==> src/rtl/line_matrix_cfg.sv <==
// line_matrix_cfg: shadow routing table for a line_mux bank.
// Commit/clear sweeps the table onto the shared config bus.
module line_matrix_cfg #(
  parameter int NUM_INPUTS  = 10,
  parameter int NUM_OUTPUTS = 10,
  parameter int SEL_W       = $clog2(NUM_INPUTS + 2),
  parameter int OUT_W       = $clog2(NUM_OUTPUTS)
) (
  input  logic             clk,
  input  logic             rstn,
  input  logic             cfg_valid,
  output logic             cfg_ready,
  input  logic [OUT_W-1:0] cfg_addr,
  input  logic [SEL_W-1:0] cfg_sel,
  input  logic             commit,
  input  logic             clear,
  input  logic [OUT_W-1:0] rd_addr,
  output logic [SEL_W-1:0] rd_sel,
  output logic             busy,
  output logic             done,
  output logic             err,
  input  logic             err_clr,
  output logic [OUT_W-1:0] mux_output_select,
  output logic [SEL_W-1:0] mux_input_select
);

  typedef enum logic {IDLE, SWEEP} state_t;

  state_t           state;
  state_t           state_nx;
  logic [SEL_W-1:0] shadow [NUM_OUTPUTS];
  logic             wr_acc;
  logic             wr_ok;
  logic             start;
  logic             last;
  logic [OUT_W-1:0] nxt_addr;
  logic [SEL_W-1:0] first_sel;

  assign cfg_ready = ~busy;
  assign wr_acc    = cfg_valid & cfg_ready;
  assign wr_ok     = wr_acc
                   && (int'(cfg_addr) < NUM_OUTPUTS)
                   && (int'(cfg_sel) <= NUM_INPUTS + 1);
  assign start     = (state == IDLE) & (commit | clear);
  assign last      = int'(mux_output_select) == NUM_OUTPUTS - 1;
  assign nxt_addr  = mux_output_select + 1'b1;

  assign rd_sel = (int'(rd_addr) < NUM_OUTPUTS)
                ? shadow[rd_addr] : '0;

  // Entry 0 goes out on the start edge, so bypass a same-cycle write.
  always_comb begin
    first_sel = shadow[0];
    unique case (1'b1)
      clear:                    first_sel = '0;
      wr_ok && cfg_addr == '0:  first_sel = cfg_sel;
      default:                  first_sel = shadow[0];
    endcase
  end

  // Next-state: start on commit/clear, stop after the last entry.
  always_comb begin
    state_nx = state;
    unique case (state)
      IDLE:    if (commit | clear) state_nx = SWEEP;
      SWEEP:   if (last) state_nx = IDLE;
      default: state_nx = IDLE;
    endcase
  end

  // State register.
  always_ff @(posedge clk or negedge rstn) begin
    if (!rstn) state <= IDLE;
    else       state <= state_nx;
  end

  // Shadow table: clear wipes everything, else accepted in-range writes.
  always_ff @(posedge clk or negedge rstn) begin
    if (!rstn) begin
      for (int i = 0; i < NUM_OUTPUTS; i++) shadow[i] <= '0;
    end else if (start && clear) begin
      for (int i = 0; i < NUM_OUTPUTS; i++) shadow[i] <= '0;
    end else if (wr_ok) begin
      shadow[cfg_addr] <= cfg_sel;
    end
  end

  // Sticky error; a new bad write wins over err_clr.
  always_ff @(posedge clk or negedge rstn) begin
    if (!rstn)                  err <= 1'b0;
    else if (wr_acc && !wr_ok)  err <= 1'b1;
    else if (err_clr)           err <= 1'b0;
  end

  // Bus driver: park on last pair, walk addresses 0..N-1 during sweep.
  always_ff @(posedge clk or negedge rstn) begin
    if (!rstn) begin
      mux_output_select <= '0;
      mux_input_select  <= '0;
      busy              <= 1'b0;
      done              <= 1'b0;
    end else begin
      done <= 1'b0;
      if (start) begin
        mux_output_select <= '0;
        mux_input_select  <= first_sel;
        busy              <= 1'b1;
      end else if (state == SWEEP) begin
        if (last) begin
          busy <= 1'b0;
          done <= 1'b1;
        end else begin
          mux_output_select <= nxt_addr;
          mux_input_select  <= shadow[nxt_addr];
        end
      end
    end
  end

endmodule
==> config.mk <==
export PLATFORM = sky130hd
export DESIGN_NAME = line_matrix_cfg
export DESIGN_NICKNAME = d
export VERILOG_FILES = /design/src/rtl/line_matrix_cfg.sv
export SDC_FILE = /design/constraint.sdc
export NUM_CORES = 1
export LEC_CHECK = 0
export CAP_MARGIN = 40
export CORE_ASPECT_RATIO = 1.2
export CORE_MARGIN = 2
export CORE_UTILIZATION = 35
export DETAILED_ROUTE_END_ITERATION = 12
export GPL_TIMING_DRIVEN = 0
export PLACE_DENSITY = 0.55
export SKIP_CTS_REPAIR_TIMING = 1
export SYNTH_ARGS = -nofsm -noshare
export SYNTH_HDL_FRONTEND = slang
export SYNTH_SLANG_ARGS = --single-unit
==> constraint.sdc <==
create_clock -name clk -period 1.79 [get_ports clk]
set_input_delay 0.358 -clock clk [delete_from_list [all_inputs] [get_ports clk]]
set_output_delay 0.358 -clock clk [all_outputs]
set_load 0.01 [all_outputs]
==> impl_metrics.yaml, run 1 <==
placement:
  dpl.hpwl_um: 6190
  dp_slack_ps: -1260
  place_congestion: 0.843
  placed_cells: 446
  placed_area_um2: 3520
  numPortBuffers: 31
outcome:
  status: "finished, violations left"
  violations: "negative setup slack"
sta:
  setup_viol: 6
  finalMaxSlewViolations: 0
  slew_headroom: 0.589
  tightest_slew_ps: 617
  finalCritPeriodShare: 1.13
  fmax_ghz: 0.496
  grt_setup_unrepaired: "true"
  hold_violations: 0
  period_needed_ps: 2020
  fin_ws_ps: -227
  clock_skew_ps: 7.42
global_routing:
  gr-usage-all-layers: 0.188
  grt_antenna_before_repair: 0
  overflow: 0
  grt_pass1_wl_um: 13400
  grt_pass1_vias: 2431
  grt_max_degree: 36
logic_synthesis:
  syn_area_um2: 3050
  synthesis.nets: 317
  synth-seq-area-share: 0.426
  synth.avg_cell_area_um2: 10.3
  ys.flop_type: "dfrtp_1"
  synth-edff-count: 0
  ys_types: 39
  ys_warn_count: 0
  synth_seq_cells: 52
  synthCells: 297
  async_flop_share: 1.00
clock_tree:
  path_clk_slew_ps: 100
  clockBufferDepth: 2
  cts_buffers: 5
  clk_latency_ps: 310
  cts-root-buf: "clkbuf_8"
  htree_levels: 2
  cts_tree: "built"
  cts.sinks: 52
critical_path:
  reg2reg_from: "mux_output_select[0]$_DFFE_PN0P_"
  critPathRequiredTime_ps: 1430
  critical_path_peak_fanout: 4
  reg2reg_to: "mux_input_select[1]$_DFFE_PN0P_"
  critPathKind: "register to primary output"
  worstPathArrival_ps: 1660
  rr_worst_depth: 7
  r2r_slack_ps: -110
  crit_start: "shadow[37]$_DFFE_PN0P_"
  cp-endpoint: "rd_sel[1]"
  start_kind: "register"
  critPathCaptureType: "primary output"
cells_and_area:
  layout.cells.non_filler: 475
  num-fill-cells: 801
  area_growth_pct: 35.6
  design_area_um2: 4140
  drive_gt1_frac: 0.274
  antennaDiodeCount: 0
  fin_nets: 377
  utilization: 0.486
drt:
  wl_per_cell_um: 18.8
  num_vias: 2520
  postRouteAntennaNets: 0
  first_pass_iters: 4
  routed_via_density: 5.31
  drc: 0
  initialDrtViolationCount: 187
  wl_um: 8920
power:
  swShare: 0.399
  irDropWorstVdd_mv: 0.576
  p_int_w: 0.00434
  power_w: 0.00722
  power_density_nw_per_um2: 1750
  power_frac_clock: 0.119
  cellLeakagePower_nw: 1.91
  comb_power_share: 0.576
  p_sw_w: 0.00288
  power_frac_seq: 0.305
floorplan:
  die_y_um: 106
  core_um2: 8520
  pin_count: 34
  die-area_um2: 9490
  rows: 37
  initial_core_util: 0.358
  die_width_um: 89.2
job:
  maxCapViolCount: 0
min_path:
  hold_path.class: "primary input to async pin"
==> power by group through the flow <==
stage | logic, W | registers (W) | clock network, W
finish | 0.00416 | 0.00220 | 0.000863
global placement | 0.00263 | 0.00213 | 0
global route | 0.00447 | 0.00227 | 0.000917
detailed placement | 0.00267 | 0.00214 | 0
floorplan | 0.00180 | 0.00203 | 0
CTS | 0.00268 | 0.00212 | 0.000878
==> synthesized netlist by cell type (5+ instances only) <==
master     n  area, um^2
dfrtp_1   52        1300
mux2i_1   52         521
nor2_1    45         169
nand2_1   17        63.8
clkbuf_1  14        52.6
a21oi_1   13        65.1
o21ai_0   13        65.1
nor2b_1   11        68.8
nand3_1   10        50.1
mux4_2     8         180
nand3b_1   6        45.0
inv_1      5        18.8
==> layer usage <==
| layer | GRT usage | part of all wire | up-vias |
|---|---|---|---|
| met5 | 0 | 0 | - |
| met4 | 0.0629 | 0.031 | 0 |
| met3 | 0.0264 | 0.030 | 16 |
| met2 | 0.292 | 0.48 | 55 |
| met1 | 0.267 | 0.46 | 1253 |
| li1 | - | - | 1196 |
==> cell type report <==
cell class	count	area, um^2	area share
multi-input combinational	220	1890	0.456
sequential	52	1310	0.316
timing repair buffer	54	528	0.128
tap	117	146	0.0354
buffer	19	134	0.0324
clock buffer	5	68.8	0.0166
clock inverter	3	46.3	0.0112
inverter	5	18.8	0.00454
==> worst min-delay path by stage <==
stage | from | endpoint | cells past startpoint
finish | rstn | mux_input_select[0]$_DFFE_PN0P_ | 2
global route | rstn | mux_input_select[2]$_DFFE_PN0P_ | 2
CTS | rstn | mux_input_select[0]$_DFFE_PN0P_ | 1
detailed placement | rstn | mux_input_select[0]$_DFFE_PN0P_ | 1
global placement | err$_DFFE_PN0P_ | err$_DFFE_PN0P_ | 2
floorplan | rstn | busy$_DFFE_PN0P_ | 0
==> cells in the final DEF, fill, tap and decap left out, types with 2 or more instances in the layout <==
cell type	n
a2111oi_4	3
a211oi_1	4
a21oi_1	10
a21oi_2	3
a221oi_1	4
a22oi_2	3
a311oi_2	3
buf_12	5
buf_4	18
buf_6	5
clkbuf_1	10
clkbuf_2	5
clkbuf_4	2
clkbuf_8	5
clkdlybuf4s50_1	20
dfrtp_1	46
dfrtp_2	6
dlymetal6s2s_1	5
ha_4	2
inv_1	4
mux2_2	4
mux2i_1	47
mux2i_2	4
mux4_2	8
nand2_1	16
nand3_1	9
nand3b_1	6
nand4b_1	2
nor2_1	43
nor2_2	2
nor2b_1	8
nor2b_4	3
o21ai_0	11
o21ai_1	2
==> registers in the layout, indices dropped and copies added, names as in the netlist <==
register / flops
mux_output_select: 4
mux_input_select: 4
shadow: 40
busy: 1
err: 1
done: 1
state: 1
==> per-stage QoR <==
stage | hold slack [ps] | TNS, ps
5_1_grt | 557 | -1430
3_5_place_dp | 332 | -19310
4_1_cts | -12.3 | -7510
3_3_place_gp | 512 | -86680
6_report | 505 | -968
2_1_floorplan | 62.4 | 0
==> worst max-delay path: stages (launching register included) <==
cell      delay, ps
dfrtp_2         450
mux4_2          470
mux2i_2         210
o21ai_1          90
clkbuf_2        130
==> logic make-up after synthesis <==
logic type,count (synthesis),share of synthesized area
simple gates,100,0.165
mux,64,0.244
flops,52,0.426
compound gates,51,0.110
buf+inv,25,0.0348
xor+xnor,3,0.0111
fa+ha+maj,2,0.00820
Power figures use the tool's default switching activity.
==> inputs of run 2 (changes only) <==
--- a/config.mk
+++ b/config.mk
@@ -7,7 +7,7 @@
 export LEC_CHECK = 0
 export CAP_MARGIN = 40
 export CORE_ASPECT_RATIO = 1.2
-export CORE_MARGIN = 2
+export CORE_MARGIN = 1
 export CORE_UTILIZATION = 35
 export DETAILED_ROUTE_END_ITERATION = 12
 export GPL_TIMING_DRIVEN = 0
==> run 2 against run 1 <==
  * The flow still finishes with violations (negative setup slack)
  * Routed wire length is 0.52% higher
  * Power shrank 10%
  * Via count is 0.95% higher
  * Combinational power shrank 13%
  * Sequential cell count stayed put
  * Largest cell class unchanged
  * Largest power group unchanged
==> impl_metrics.yaml, run 2 (synthesized netlist as in run 1, its figures left out) <==
sta:
  fin_ws_ps: -224
  hold_violations: 0
  finalCritPeriodShare: 1.12
  setup_viol: 7
  finalMaxSlewViolations: 0
  slew_headroom: 0.569
  finalSetupTns_ps: -1040
  clock_skew_ps: 5.28
  period_needed_ps: 2010
  tightest_slew_ps: 647
  grt_setup_unrepaired: "true"
  fmax_ghz: 0.497
floorplan:
  initial_core_util: 0.368
  rows: 36
  die_width_um: 87.2
  die-area_um2: 9100
  die_y_um: 104
  pin_count: 34
  core_um2: 8290
power:
  cellLeakagePower_nw: 1.88
  irDropWorstVdd_mv: 0.550
  power_density_nw_per_um2: 1610
critical_path:
  crit_start: "shadow[36]$_DFFE_PN0P_"
  cp-endpoint: "rd_sel[0]"
  worstPathArrival_ps: 1660
  critPathRequiredTime_ps: 1430
  critical_path_depth: 4
  critical_path_peak_fanout: 4
  crit_slowest_cell: "mux4_2"
  rr_worst_depth: 6
  critPathCaptureType: "primary output"
  crit_path_max_incr_delay_ps: 470
  reg2reg_to: "mux_input_select[2]$_DFFE_PN0P_"
  reg2reg_from: "mux_output_select[0]$_DFFE_PN0P_"
  worst-path-buf-inv: 1
  critPathKind: "register to primary output"
  cpLargestDelayFamily: "multiplexers"
  r2r_slack_ps: -90
  start_kind: "register"
  crit_chain: "mux4_2 > mux2i_1 > o21ai_0 > clkbuf_2"
clock_tree:
  htree_levels: 2
  cts.sinks: 52
  cts_buffers: 5
  path_clk_slew_ps: 90
  cts_tree: "built"
  clockBufferDepth: 2
  cts-root-buf: "clkbuf_8"
  clk_latency_ps: 310
placement:
  numPortBuffers: 31
  dpl.hpwl_um: 6310
  dp_slack_ps: -1280
  place_congestion: 0.814
global_routing:
  grt_pass1_vias: 2368
  grt_antenna_before_repair: 0
  grt_pass1_wl_um: 13600
  grt_max_degree: 33
  overflow: 0
  gr-usage-all-layers: 0.197
cells_and_area:
  antennaDiodeCount: 0
  fin_nets: 373
  drive_gt1_frac: 0.263
  top_regs: "shadow (40), mux_input_select (4), mux_output_select (4)"
  layout_common_cells: "mux2i_1, dfrtp_1, nor2_1"
  area_growth_pct: 32.3
  largest_register: "shadow"
  largest_reg_flops: 40
  num-fill-cells: 798
  mostFrequentLayoutCell: "mux2i_1"
drt:
  routed_via_density: 5.44
  first_pass_iters: 4
  drc: 0
  postRouteAntennaNets: 0
  initialDrtViolationCount: 119
  num_vias: 2544
  wl_per_cell_um: 19.2
  wl_um: 8960
outcome:
  violations: "negative setup slack"
  status: "finished, violations left"
min_path:
  hold_path.class: "primary input to async pin"
job:
  maxCapViolCount: 0
[run 2: layout make-up]
class	count	area, um^2	area share
buffer	19	134	0.0332
clock buffer	8	90.1	0.0223
inverter	5	18.8	0.00465
multi-input combinational	220	1880	0.465
sequential	52	1310	0.324
tap	114	143	0.0353
timing repair buffer	50	467	0.116
[run 2: power breakdown]
part / leakage (nW) / internal [W] / switching, W
logic: 1.15 / 0.00184 / 0.00176
clock network: 0.0455 / 0.000317 / 0.000399
registers: 0.687 / 0.00168 / 0.000504
total: 1.88 / 0.00383 / 0.00267
[run 2: how the worst min path moves through the flow]
stage	to	slack (ps)
floorplan	busy$_DFFE_PN0P_	60
global placement	err$_DFFE_PN0P_	510
detailed placement	busy$_DFFE_PN0P_	370
CTS	mux_output_select[3]$_DFFE_PN0P_	30
global route	busy$_DFFE_PN0P_	50
finish	mux_input_select[0]$_DFFE_PN0P_	20
[run 2: layer usage]
layer,global-route usage,vias up,part of all wire
met5,0,-,0
met1,0.280,1288,0.46
met2,0.307,60,0.49
met3,0.0254,12,0.036
li1,-,1184,-
met4,0.0656,0,0.022
[run 2: per-stage QoR]
step,hold WS (ps),area [um^2],total power (W),instances,util
4_1_cts,33.3,3610,0.00554,451,0.436
6_report,21.8,4040,0.00650,468,0.487
3_3_place_gp,513,3500,0.00477,442,0.423
2_1_floorplan,62.4,3050,0.00383,297,-
3_5_place_dp,365,3520,0.00481,443,0.425
5_1_grt,46.4,4040,0.00689,468,0.487
